### config.mk
export PLATFORM = sky130hd
export DESIGN_NAME = multicycle_control_flat
export DESIGN_NICKNAME = d
export VERILOG_FILES = /design/src/rtl/riscv_pkg.sv /design/src/rtl/multicycle_control_if.sv /design/src/rtl/alu_decoder.sv /design/src/rtl/multicycle_control.sv /design/src/flat_wrapper.sv
export SDC_FILE = /design/constraint.sdc
export NUM_CORES = 1
export LEC_CHECK = 0
export ABC_AREA = 1
export CORE_AREA = 2 2 39 41
export CTS_BUF_LIST = sky130_fd_sc_hd__clkbuf_4 sky130_fd_sc_hd__clkbuf_8
export DETAILED_ROUTE_END_ITERATION = 12
export DIE_AREA = 0 0 41 43
export DONT_BUFFER_PORTS = 1
export PLACE_DENSITY = 0.66
export SYNTH_ARGS = -nofsm -noshare
export SYNTH_HDL_FRONTEND = slang
export SYNTH_HIERARCHICAL = 1
export SYNTH_SLANG_ARGS = --single-unit
### constraint.sdc
create_clock -name clk -period 1.3 [get_ports clk]
set_input_delay 0.065 -clock clk [delete_from_list [all_inputs] [get_ports clk]]
set_output_delay 0.065 -clock clk [all_outputs]
set_load 0.05 [all_outputs]
### src/rtl/riscv_pkg.sv
`default_nettype none
// ============================================================================
//  Module      : riscv_pkg
//  Description : Shared definitions for the RV32I-subset multicycle core:
//                opcode constants, control FSM state enum, ALU operation
//                encodings and datapath mux select encodings.
//  Revision    : 1.0  initial release
// ============================================================================
package riscv_pkg;

  // Major opcodes (instr[6:0])
  localparam logic [6:0] c_op_load   = 7'b0000011;
  localparam logic [6:0] c_op_store  = 7'b0100011;
  localparam logic [6:0] c_op_rtype  = 7'b0110011;
  localparam logic [6:0] c_op_itype  = 7'b0010011;
  localparam logic [6:0] c_op_branch = 7'b1100011;
  localparam logic [6:0] c_op_jal    = 7'b1101111;

  // Control FSM states
  typedef enum logic [3:0] {
    S_FETCH    = 4'd0,
    S_DECODE   = 4'd1,
    S_MEMADR   = 4'd2,
    S_MEMREAD  = 4'd3,
    S_MEMWB    = 4'd4,
    S_MEMWRITE = 4'd5,
    S_EXECR    = 4'd6,
    S_EXECI    = 4'd7,
    S_ALUWB    = 4'd8,
    S_BEQ      = 4'd9,
    S_JAL      = 4'd10,
    S_HALT     = 4'd11
  } state_t;

  // ALU operation codes
  localparam logic [3:0] c_alu_and = 4'b0000;
  localparam logic [3:0] c_alu_or  = 4'b0001;
  localparam logic [3:0] c_alu_add = 4'b0010;
  localparam logic [3:0] c_alu_sll = 4'b0011;
  localparam logic [3:0] c_alu_xor = 4'b0100;
  localparam logic [3:0] c_alu_srl = 4'b0101;
  localparam logic [3:0] c_alu_sub = 4'b0110;
  localparam logic [3:0] c_alu_slt = 4'b0111;

  // Memory address source
  localparam logic       c_adr_pc     = 1'b0;
  localparam logic       c_adr_aluout = 1'b1;

  // Result mux
  localparam logic [1:0] c_res_aluout = 2'b00;
  localparam logic [1:0] c_res_rdata  = 2'b01;
  localparam logic [1:0] c_res_alu    = 2'b10;

  // ALU operand A mux
  localparam logic [1:0] c_srca_pc    = 2'b00;
  localparam logic [1:0] c_srca_oldpc = 2'b01;
  localparam logic [1:0] c_srca_a     = 2'b10;

  // ALU operand B mux
  localparam logic [1:0] c_srcb_b     = 2'b00;
  localparam logic [1:0] c_srcb_imm   = 2'b01;
  localparam logic [1:0] c_srcb_four  = 2'b10;

endpackage
`default_nettype wire

### src/rtl/multicycle_control_if.sv
`default_nettype none
// ============================================================================
//  Module      : multicycle_control_if
//  Description : Bundle between the multicycle control FSM and the datapath.
//                master : control unit (consumes instruction fields / flags,
//                         drives selects and strobes)
//                slave  : datapath side
//  Signals     : opcode[6:0], funct3[2:0], funct7[6:0], zero, mem_ready  (to control)
//                pc_write, adr_src, ir_write, mem_write, reg_write,
//                result_src[1:0], alu_src_a[1:0], alu_src_b[1:0],
//                alu_control[3:0], instr_retired, illegal              (from control)
//  Revision    : 1.0  initial release
// ============================================================================
interface multicycle_control_if;

  logic [6:0] opcode;
  logic [2:0] funct3;
  logic [6:0] funct7;
  logic       zero;
  logic       mem_ready;

  logic       pc_write;
  logic       adr_src;
  logic       ir_write;
  logic       mem_write;
  logic       reg_write;
  logic [1:0] result_src;
  logic [1:0] alu_src_a;
  logic [1:0] alu_src_b;
  logic [3:0] alu_control;
  logic       instr_retired;
  logic       illegal;

  modport master (
    input  opcode, funct3, funct7, zero, mem_ready,
    output pc_write, adr_src, ir_write, mem_write, reg_write,
           result_src, alu_src_a, alu_src_b, alu_control,
           instr_retired, illegal
  );

  modport slave (
    output opcode, funct3, funct7, zero, mem_ready,
    input  pc_write, adr_src, ir_write, mem_write, reg_write,
           result_src, alu_src_a, alu_src_b, alu_control,
           instr_retired, illegal
  );

endinterface
`default_nettype wire

### src/rtl/alu_decoder.sv
`default_nettype none
// ============================================================================
//  Module      : alu_decoder
//  Description : Combinational funct3/funct7 decode to ALU operation for
//                register and immediate ALU instructions.
//  Ports       : i_funct3[2:0]   instr[14:12]
//                i_funct7b5      instr[30]
//                i_op5           opcode[5] (1 = register form)
//                o_alu_control   ALU operation code
//                o_unsupported   high for SLTU and SRA encodings
//  Revision    : 1.0  initial release
// ============================================================================
module alu_decoder
  import riscv_pkg::*;
(
  input  logic [2:0] i_funct3,
  input  logic       i_funct7b5,
  input  logic       i_op5,
  output logic [3:0] o_alu_control,
  output logic       o_unsupported
);

  always_comb begin
    o_alu_control = c_alu_add;
    o_unsupported = 1'b0;
    case (i_funct3)
      // Immediate form never subtracts: instr[30] is an immediate bit there
      3'b000: if (i_op5 && i_funct7b5) o_alu_control = c_alu_sub;
      3'b001: o_alu_control = c_alu_sll;
      3'b010: o_alu_control = c_alu_slt;
      3'b011: o_unsupported = 1'b1;
      3'b100: o_alu_control = c_alu_xor;
      3'b101: begin
        o_alu_control = c_alu_srl;
        if (i_funct7b5) o_unsupported = 1'b1;
      end
      3'b110: o_alu_control = c_alu_or;
      3'b111: o_alu_control = c_alu_and;
      default: o_alu_control = c_alu_add;
    endcase
  end

endmodule
`default_nettype wire

### src/rtl/multicycle_control.sv
`default_nettype none
// ============================================================================
//  Module      : multicycle_control
//  Description : Multicycle control FSM for the RV32I-subset core. Produces
//                per-cycle mux selects, write strobes and ALU operation for
//                a datapath that shares one ALU and one memory port.
//  Ports       : clk    rising-edge clock
//                reset  asynchronous active-high reset
//                bus    multicycle_control_if.master (fields/flags in,
//                       selects/strobes/status out)
//  Config      : MC_CTRL_ILLEGAL_TRAP_EN  when defined, unsupported
//                instructions park the FSM in HALT and raise sticky
//                'illegal'; otherwise they retire as NOP / execute as ADD.
//  Revision    : 1.0  initial release
// ============================================================================
module multicycle_control
  import riscv_pkg::*;
(
  input  logic                        clk,
  input  logic                        reset,
  multicycle_control_if.master        bus
);

  state_t     r_state;
  state_t     w_next;

  logic       w_pc_write;
  logic       w_ir_write;
  logic       w_mem_write;
  logic       w_reg_write;
  logic       w_retired;
  logic       w_adr_src;
  logic [1:0] w_result_src;
  logic [1:0] w_alu_src_a;
  logic [1:0] w_alu_src_b;
  logic [3:0] w_alu_control;

  logic [3:0] w_dec_alu;
  logic       w_dec_unsup;
  logic [3:0] w_exec_alu;

  alu_decoder u_alu_decoder (
    .i_funct3      (bus.funct3),
    .i_funct7b5    (bus.funct7[5]),
    .i_op5         (bus.opcode[5]),
    .o_alu_control (w_dec_alu),
    .o_unsupported (w_dec_unsup)
  );

  // Unsupported funct combinations fall back to ADD
  assign w_exec_alu = w_dec_unsup ? c_alu_add : w_dec_alu;

  always_ff @(posedge clk or posedge reset) begin
    if (reset) r_state <= S_FETCH;
    else       r_state <= w_next;
  end

  always_comb begin
    w_next        = r_state;
    w_pc_write    = 1'b0;
    w_ir_write    = 1'b0;
    w_mem_write   = 1'b0;
    w_reg_write   = 1'b0;
    w_retired     = 1'b0;
    w_adr_src     = c_adr_pc;
    w_result_src  = c_res_aluout;
    w_alu_src_a   = c_srca_pc;
    w_alu_src_b   = c_srcb_b;
    w_alu_control = c_alu_add;

    case (r_state)
      S_FETCH: begin
        // PC+4 goes straight from the ALU to PC while the instruction loads
        w_alu_src_b  = c_srcb_four;
        w_result_src = c_res_alu;
        w_ir_write   = bus.mem_ready;
        w_pc_write   = bus.mem_ready;
        if (bus.mem_ready) w_next = S_DECODE;
      end
      S_DECODE: begin
        // OldPC + imm precomputes the branch/jump target into ALUOut
        w_alu_src_a = c_srca_oldpc;
        w_alu_src_b = c_srcb_imm;
        case (bus.opcode)
          c_op_load,
          c_op_store:  w_next = S_MEMADR;
          c_op_rtype:  w_next = S_EXECR;
          c_op_itype:  w_next = S_EXECI;
          c_op_branch: w_next = S_BEQ;
          c_op_jal:    w_next = S_JAL;
          default: begin
`ifdef MC_CTRL_ILLEGAL_TRAP_EN
            w_next = S_HALT;
`else
            w_retired = 1'b1;
            w_next    = S_FETCH;
`endif
          end
        endcase
      end
      S_MEMADR: begin
        w_alu_src_a = c_srca_a;
        w_alu_src_b = c_srcb_imm;
        w_next      = bus.opcode[5] ? S_MEMWRITE : S_MEMREAD;
      end
      S_MEMREAD: begin
        w_adr_src = c_adr_aluout;
        if (bus.mem_ready) w_next = S_MEMWB;
      end
      S_MEMWB: begin
        w_result_src = c_res_rdata;
        w_reg_write  = 1'b1;
        w_retired    = 1'b1;
        w_next       = S_FETCH;
      end
      S_MEMWRITE: begin
        // Strobe held for the whole access; memory commits on mem_ready
        w_adr_src   = c_adr_aluout;
        w_mem_write = 1'b1;
        if (bus.mem_ready) begin
          w_retired = 1'b1;
          w_next    = S_FETCH;
        end
      end
      S_EXECR, S_EXECI: begin
        w_alu_src_a   = c_srca_a;
        w_alu_src_b   = (r_state == S_EXECI) ? c_srcb_imm : c_srcb_b;
        w_alu_control = w_exec_alu;
        w_next        = S_ALUWB;
`ifdef MC_CTRL_ILLEGAL_TRAP_EN
        if (w_dec_unsup) w_next = S_HALT;
`endif
      end
      S_ALUWB: begin
        w_reg_write = 1'b1;
        w_retired   = 1'b1;
        w_next      = S_FETCH;
      end
      S_BEQ: begin
        w_alu_src_a   = c_srca_a;
        w_alu_control = c_alu_sub;
        w_pc_write    = bus.zero;
        w_retired     = 1'b1;
        w_next        = S_FETCH;
      end
      S_JAL: begin
        // Target from ALUOut loads PC while OldPC+4 lands in ALUOut for rd
        w_alu_src_a = c_srca_oldpc;
        w_alu_src_b = c_srcb_four;
        w_pc_write  = 1'b1;
        w_next      = S_ALUWB;
      end
      S_HALT: begin
        w_next = S_HALT;
      end
      default: begin
        w_next = S_FETCH;
      end
    endcase
  end

`ifdef MC_CTRL_ILLEGAL_TRAP_EN
  logic r_illegal;

  always_ff @(posedge clk or posedge reset) begin
    if (reset)                  r_illegal <= 1'b0;
    else if (w_next == S_HALT)  r_illegal <= 1'b1;
  end

  assign bus.illegal = r_illegal;
`else
  assign bus.illegal = 1'b0;
`endif

  // Strobes are forced low combinationally while reset is held, since
  // FETCH would otherwise pass mem_ready through to pc_write/ir_write
  assign bus.pc_write      = w_pc_write  & ~reset;
  assign bus.ir_write      = w_ir_write  & ~reset;
  assign bus.mem_write     = w_mem_write & ~reset;
  assign bus.reg_write     = w_reg_write & ~reset;
  assign bus.instr_retired = w_retired   & ~reset;
  assign bus.adr_src       = w_adr_src;
  assign bus.result_src    = w_result_src;
  assign bus.alu_src_a     = w_alu_src_a;
  assign bus.alu_src_b     = w_alu_src_b;
  assign bus.alu_control   = w_alu_control;

endmodule
`default_nettype wire

### src/flat_wrapper.sv
// flat-port wrapper written by rule: the top's interface ports become plain ports
module multicycle_control_flat import riscv_pkg::*;
  (clk, reset, bus_opcode, bus_funct3, bus_funct7, bus_zero, bus_mem_ready, bus_pc_write, bus_adr_src, bus_ir_write, bus_mem_write, bus_reg_write, bus_result_src, bus_alu_src_a, bus_alu_src_b, bus_alu_control, bus_instr_retired, bus_illegal);
  multicycle_control_if bus_i ();
  input  logic clk;
  input  logic reset;
  input wire logic [$bits(bus_i.opcode)-1:0] bus_opcode;
  input wire logic [$bits(bus_i.funct3)-1:0] bus_funct3;
  input wire logic [$bits(bus_i.funct7)-1:0] bus_funct7;
  input wire logic [$bits(bus_i.zero)-1:0] bus_zero;
  input wire logic [$bits(bus_i.mem_ready)-1:0] bus_mem_ready;
  output wire logic [$bits(bus_i.pc_write)-1:0] bus_pc_write;
  output wire logic [$bits(bus_i.adr_src)-1:0] bus_adr_src;
  output wire logic [$bits(bus_i.ir_write)-1:0] bus_ir_write;
  output wire logic [$bits(bus_i.mem_write)-1:0] bus_mem_write;
  output wire logic [$bits(bus_i.reg_write)-1:0] bus_reg_write;
  output wire logic [$bits(bus_i.result_src)-1:0] bus_result_src;
  output wire logic [$bits(bus_i.alu_src_a)-1:0] bus_alu_src_a;
  output wire logic [$bits(bus_i.alu_src_b)-1:0] bus_alu_src_b;
  output wire logic [$bits(bus_i.alu_control)-1:0] bus_alu_control;
  output wire logic [$bits(bus_i.instr_retired)-1:0] bus_instr_retired;
  output wire logic [$bits(bus_i.illegal)-1:0] bus_illegal;
  assign bus_i.opcode = bus_opcode;
  assign bus_i.funct3 = bus_funct3;
  assign bus_i.funct7 = bus_funct7;
  assign bus_i.zero = bus_zero;
  assign bus_i.mem_ready = bus_mem_ready;
  assign bus_pc_write = bus_i.pc_write;
  assign bus_adr_src = bus_i.adr_src;
  assign bus_ir_write = bus_i.ir_write;
  assign bus_mem_write = bus_i.mem_write;
  assign bus_reg_write = bus_i.reg_write;
  assign bus_result_src = bus_i.result_src;
  assign bus_alu_src_a = bus_i.alu_src_a;
  assign bus_alu_src_b = bus_i.alu_src_b;
  assign bus_alu_control = bus_i.alu_control;
  assign bus_instr_retired = bus_i.instr_retired;
  assign bus_illegal = bus_i.illegal;
  multicycle_control u_core (.clk(clk), .reset(reset), .bus(bus_i));
endmodule
==> results.cfg, run 1 <==
[yosys]
syn_nets = 152
ys_warn_count = 6
synth_cells = 127
syn_area_per_cell_um2 = 5.38
ys_seq_elements = 4
yosysMostFrequentCell = nand2_1
netlist_top_cells_count = nand2_1, nor2_1, inv_1, nand3_1, inv_2
synthTopCellsByArea = nand2_1, dfrtp_1, nor2_1, inv_1, ha_1
yosys.area.top_type_share = 0.214
synth_edf_count = 0
synthArstFlopShare = 1.00
ys.flop_type = dfrtp_1
synthesis.area_um2 = 683
synth_area_leader_cell = nand2_1
yosysUniqueCellTypes = 21
yosysSeqAreaShare = 0.147

[floorplanning]
pin_count = 38
initial_utilization = 0.494
die_h_um = 43
die_w_um = 41
row_count = 14

[timing]
worstEndpointGrtRepair = bus_instr_retired
worst_endpoint_kind = primary output

[place]
place.gp.congestion = 0.870
dp_hpwl_mm = 1.67
io_buffers = 0
dpl_cell_area_mm2 = 0.00102
pre_cts_ws_ns = -0.0841

[global_routing]
grt_max_degree = 7

[status]
failing_step = 5_1_grt
status = stopped before the end
tool.error = [ERROR GRT-0183] Net clknet_0_clk: the 3D maze router ran out of legal paths (heap underflow) - the net is boxed in by local congestion or blockages.

[clocking]
cts-root-buf = clkbuf_4
clockBufferDepth = 2
cts_sinks = 4
cts_max_level = 1
cts_buffers = 3
-- through the flow --
stage | hold slack, ns | std cells
floorplan | -0.161 | 127
detailed placement | -0.133 | 165
global placement | -0.147 | 165
CTS | 0.0228 | 179
-- cells by family after synthesis --
logic type      count (synthesis)  share of synthesized area
buf+inv                        25                      0.148
flops                           4                      0.147
other cells                     2                     0.0110
simple gates                   78                      0.504
fa+ha+maj                       4                     0.0733
compound gates                 14                      0.117
-- timing repair --
action / CTS
setup endpoints to repair: 15
buffers inserted: 9
gates resized for setup: 44
hold endpoints to repair: 5
hold buffers: 2
cloned: 0
pin swaps: 8
==> run 2: changes to the inputs <==
- CORE_AREA: 2 2 39 41 -> 2 2 63 65
- CTS_BUF_LIST: sky130_fd_sc_hd__clkbuf_4 sky130_fd_sc_hd__clkbuf_8 -> default
- DIE_AREA: 0 0 41 43 -> 0 0 65 67
- PLACE_DENSITY: 0.66 -> default
- PLACE_DENSITY_LB_ADDON: default -> 0.15
==> results.cfg, run 2 <==
[status]
status = finished with violations
violations = negative setup slack

[floorplanning]
die_area_mm2 = 0.00436
pin_count = 38
initial_utilization = 0.189
core-area_mm2 = 0.00361
die_w_um = 65
die_h_um = 67
row_count = 22

[critical_path]
crit_path_start_kind = flop
path_delay_family = flip-flops
crit_top_cell = nand2_2
r2r_slack_ns = -0.11
crit_chain = nor2_4 > buf_4 > nand2_4 > inv_6 > nand2_2 > nand3_2 > nand2_2 > clkinvlp_4
criticalPathCategory = reg2out
max_stage_delay_ns = 0.45
required_ns = 1.24
endpoint_kind = primary output
crit_slowest_cell = dfrtp_2
worst-path-max-fanout = 3
cp_data_arrival_time_ns = 1.44
cp_num_buf_inv = 3

[yosys]
netlist_top_cells_count = nand2_1, nor2_1, inv_1, nand3_1, inv_2
synthesis.area_um2 = 683
synth-compound-area-share = 0.117
synthArstFlopShare = 1.00
ys_seq_elements = 4
synth_xor_area_frac = 0
yosys.area_share.simple = 0.504
ys.flop_type = dfrtp_1
synthAdderAreaFrac = 0.0733
synthTopCellsByArea = nand2_1, dfrtp_1, nor2_1, inv_1, ha_1
synth_edf_count = 0
syn_area_per_cell_um2 = 5.38
syn_nets = 152
synth_top_family_by_area = simple AND/OR/NAND/NOR gates
ys_warn_count = 6
yosys.area.top_type_share = 0.214
synth_area_leader_cell = nand2_1
yosysMostFrequentCell = nand2_1
yosysUniqueCellTypes = 21
yosysSeqAreaShare = 0.147
synth_cells = 127
muxShareOfSynthArea = 0

[timing]
rsz0062_at_grt = yes
drv_slew = 0
skew_ns = 0.00107
fmax_mhz = 663
relSlewSlack = 0.406
hold_violations = 0
layout_min_cycle_time_ns = 1.51
setup_viol = 16
timing.final.crit_share = 1.16
setup_slack_ns = -0.208
tightest_slew_ns = 0.887

[clocking]
cts-root-buf = clkbuf_8
path_clk_slew_ns = 0.03
clock_latency_ns = 0.21
cts_sinks = 4
cts_buffers = 3
clockBufferDepth = 2
cts_tree = done
cts_max_level = 1

[pwr]
p_sw_w = 0.00113
p_int_w = 0.00118
combPwrFrac = 0.795
p_leak_nw = 0.730
p_per_area_mw_per_mm2 = 1560
sw_frac_of_total = 0.491
ir_worst_vdd_mv = 0.417
p_clk_frac = 0.111
p_seq_frac = 0.094

[place]
place.gp.congestion = 0.863
place_inst = 207
dpl_cell_area_mm2 = 0.00114
io_buffers = 0
dp_hpwl_mm = 1.97

[route]
wl_per_cell_um = 11.2
wl_mm = 2.42
ant_nets = 0
vias = 915
vias_per_cell = 4.24
drt_first_pass_iters = 4
drt-initial-drc-count = 24
drc = 0

[global_routing]
grt_overflow_total = 0
grt_pass1_wl_mm = 4.40
antenna_found_initial = 0
grt_use_total = 0.128
grt_pass1_vias = 999
grt_max_degree = 7

[min_path]
holdCritPathClass = in2reg

[cells_and_area]
antenna_cells = 0
regMostFlops = u_core/r_state
final_area_mm2 = 0.00148
register_area_um2 = 104
multi_input_area_um2 = 698
layout.nets = 195
drive_above_1_share = 0.595
nFillCells = 381
largest_reg_flops = 4
syn_to_final_growth_pct = 116
layout_common_cells = nand2_1, buf_4, nor2_4
reg_top3 = u_core/r_state x4
instances_no_fill = 216
final_common_cell = nand2_1

[job]
max_cap_violations = 0
run 2: cell counts after synthesis:
No cell type changed its count.
run 2: worst reg2reg max path: stages, from the launching register on:
cell	delay, ns
dfrtp_2	0.43
buf_6	0.13
nor2_4	0.14
buf_6	0.13
buf_6	0.09
nand3_2	0.05
nor2_2	0.11
nand3_1	0.08
nand2_1	0.07
nand2_1	0.06
nand2_1	0.06
run 2: what timing repair did:
action	CTS	global route
hold endpoints to repair	5	0
pin swaps	14	17
gates resized for setup	40	28
buffers inserted	6	1
setup endpoints to repair	17	19
hold buffers	2	0
run 2: power groups by stage:
stage	Clock, W	Combinational (W)	Sequential [W]
after floorplan	0	0.000825	0.000201
after global placement	0	0.00145	0.000203
after detailed placement	0	0.00146	0.000204
after CTS	0.000261	0.00173	0.000204
after global routing	0.000284	0.00195	0.000225
final	0.000255	0.00183	0.000218
run 2: layout make-up:
class / count / share of cell area
clock buffer: 3 / 0.0280
inverter: 23 / 0.0662
multi-input combinational: 98 / 0.473
sequential: 4 / 0.0704
tap: 48 / 0.0407
timing repair buffer: 40 / 0.321
run 2: per-layer routing:
metal,GRT usage,routed length [um]
met2,0.215,1190
met4,0.0319,6
met5,0,0
met3,0.0355,147
met1,0.160,1080
run 2: final timing paths:
path | from | to | depth (start not counted)
worst max register to register | u_core/r_state[1]$_DFFE_PP0P_ | u_core/r_state[0]$_DFFE_PP0P_ | 10
worst max-delay path | u_core/r_state[2]$_DFFE_PP0P_ | bus_pc_write | 8
max in group asynchronous | reset | u_core/r_state[2]$_DFFE_PP0P_ | 2
min in group asynchronous | reset | u_core/r_state[3]$_DFFE_PP0P_ | 2
worst min-delay path | bus_mem_ready | u_core/r_state[2]$_DFFE_PP0P_ | 3
worst min register to register | u_core/r_state[3]$_DFFE_PP0P_ | u_core/r_state[1]$_DFFE_PP0P_ | 4
run 2: cells by family after synthesis:
logic type      after synthesis
compound gates               14
fa+ha+maj                     4
buf+inv                      25
flops                         4
other cells                   2
simple gates                 78
run 2: through the flow:
stage | utilization | worst slack, ns | hold slack, ns | total power, W | TNS, ns
finish | 0.409 | -0.208 | 0.0588 | 0.00231 | -1.92
global route | 0.409 | -0.297 | 0.0596 | 0.00246 | -3.20
CTS | 0.379 | -0.244 | 0.0519 | 0.00220 | -2.16
detailed placement | 0.316 | -0.0547 | -0.128 | 0.00166 | -0.181
global placement | 0.316 | -0.0550 | -0.134 | 0.00166 | -0.169
floorplan | - | -0.106 | -0.161 | 0.00103 | -0.183
Note: power is estimated with default switching activity, not from simulation.
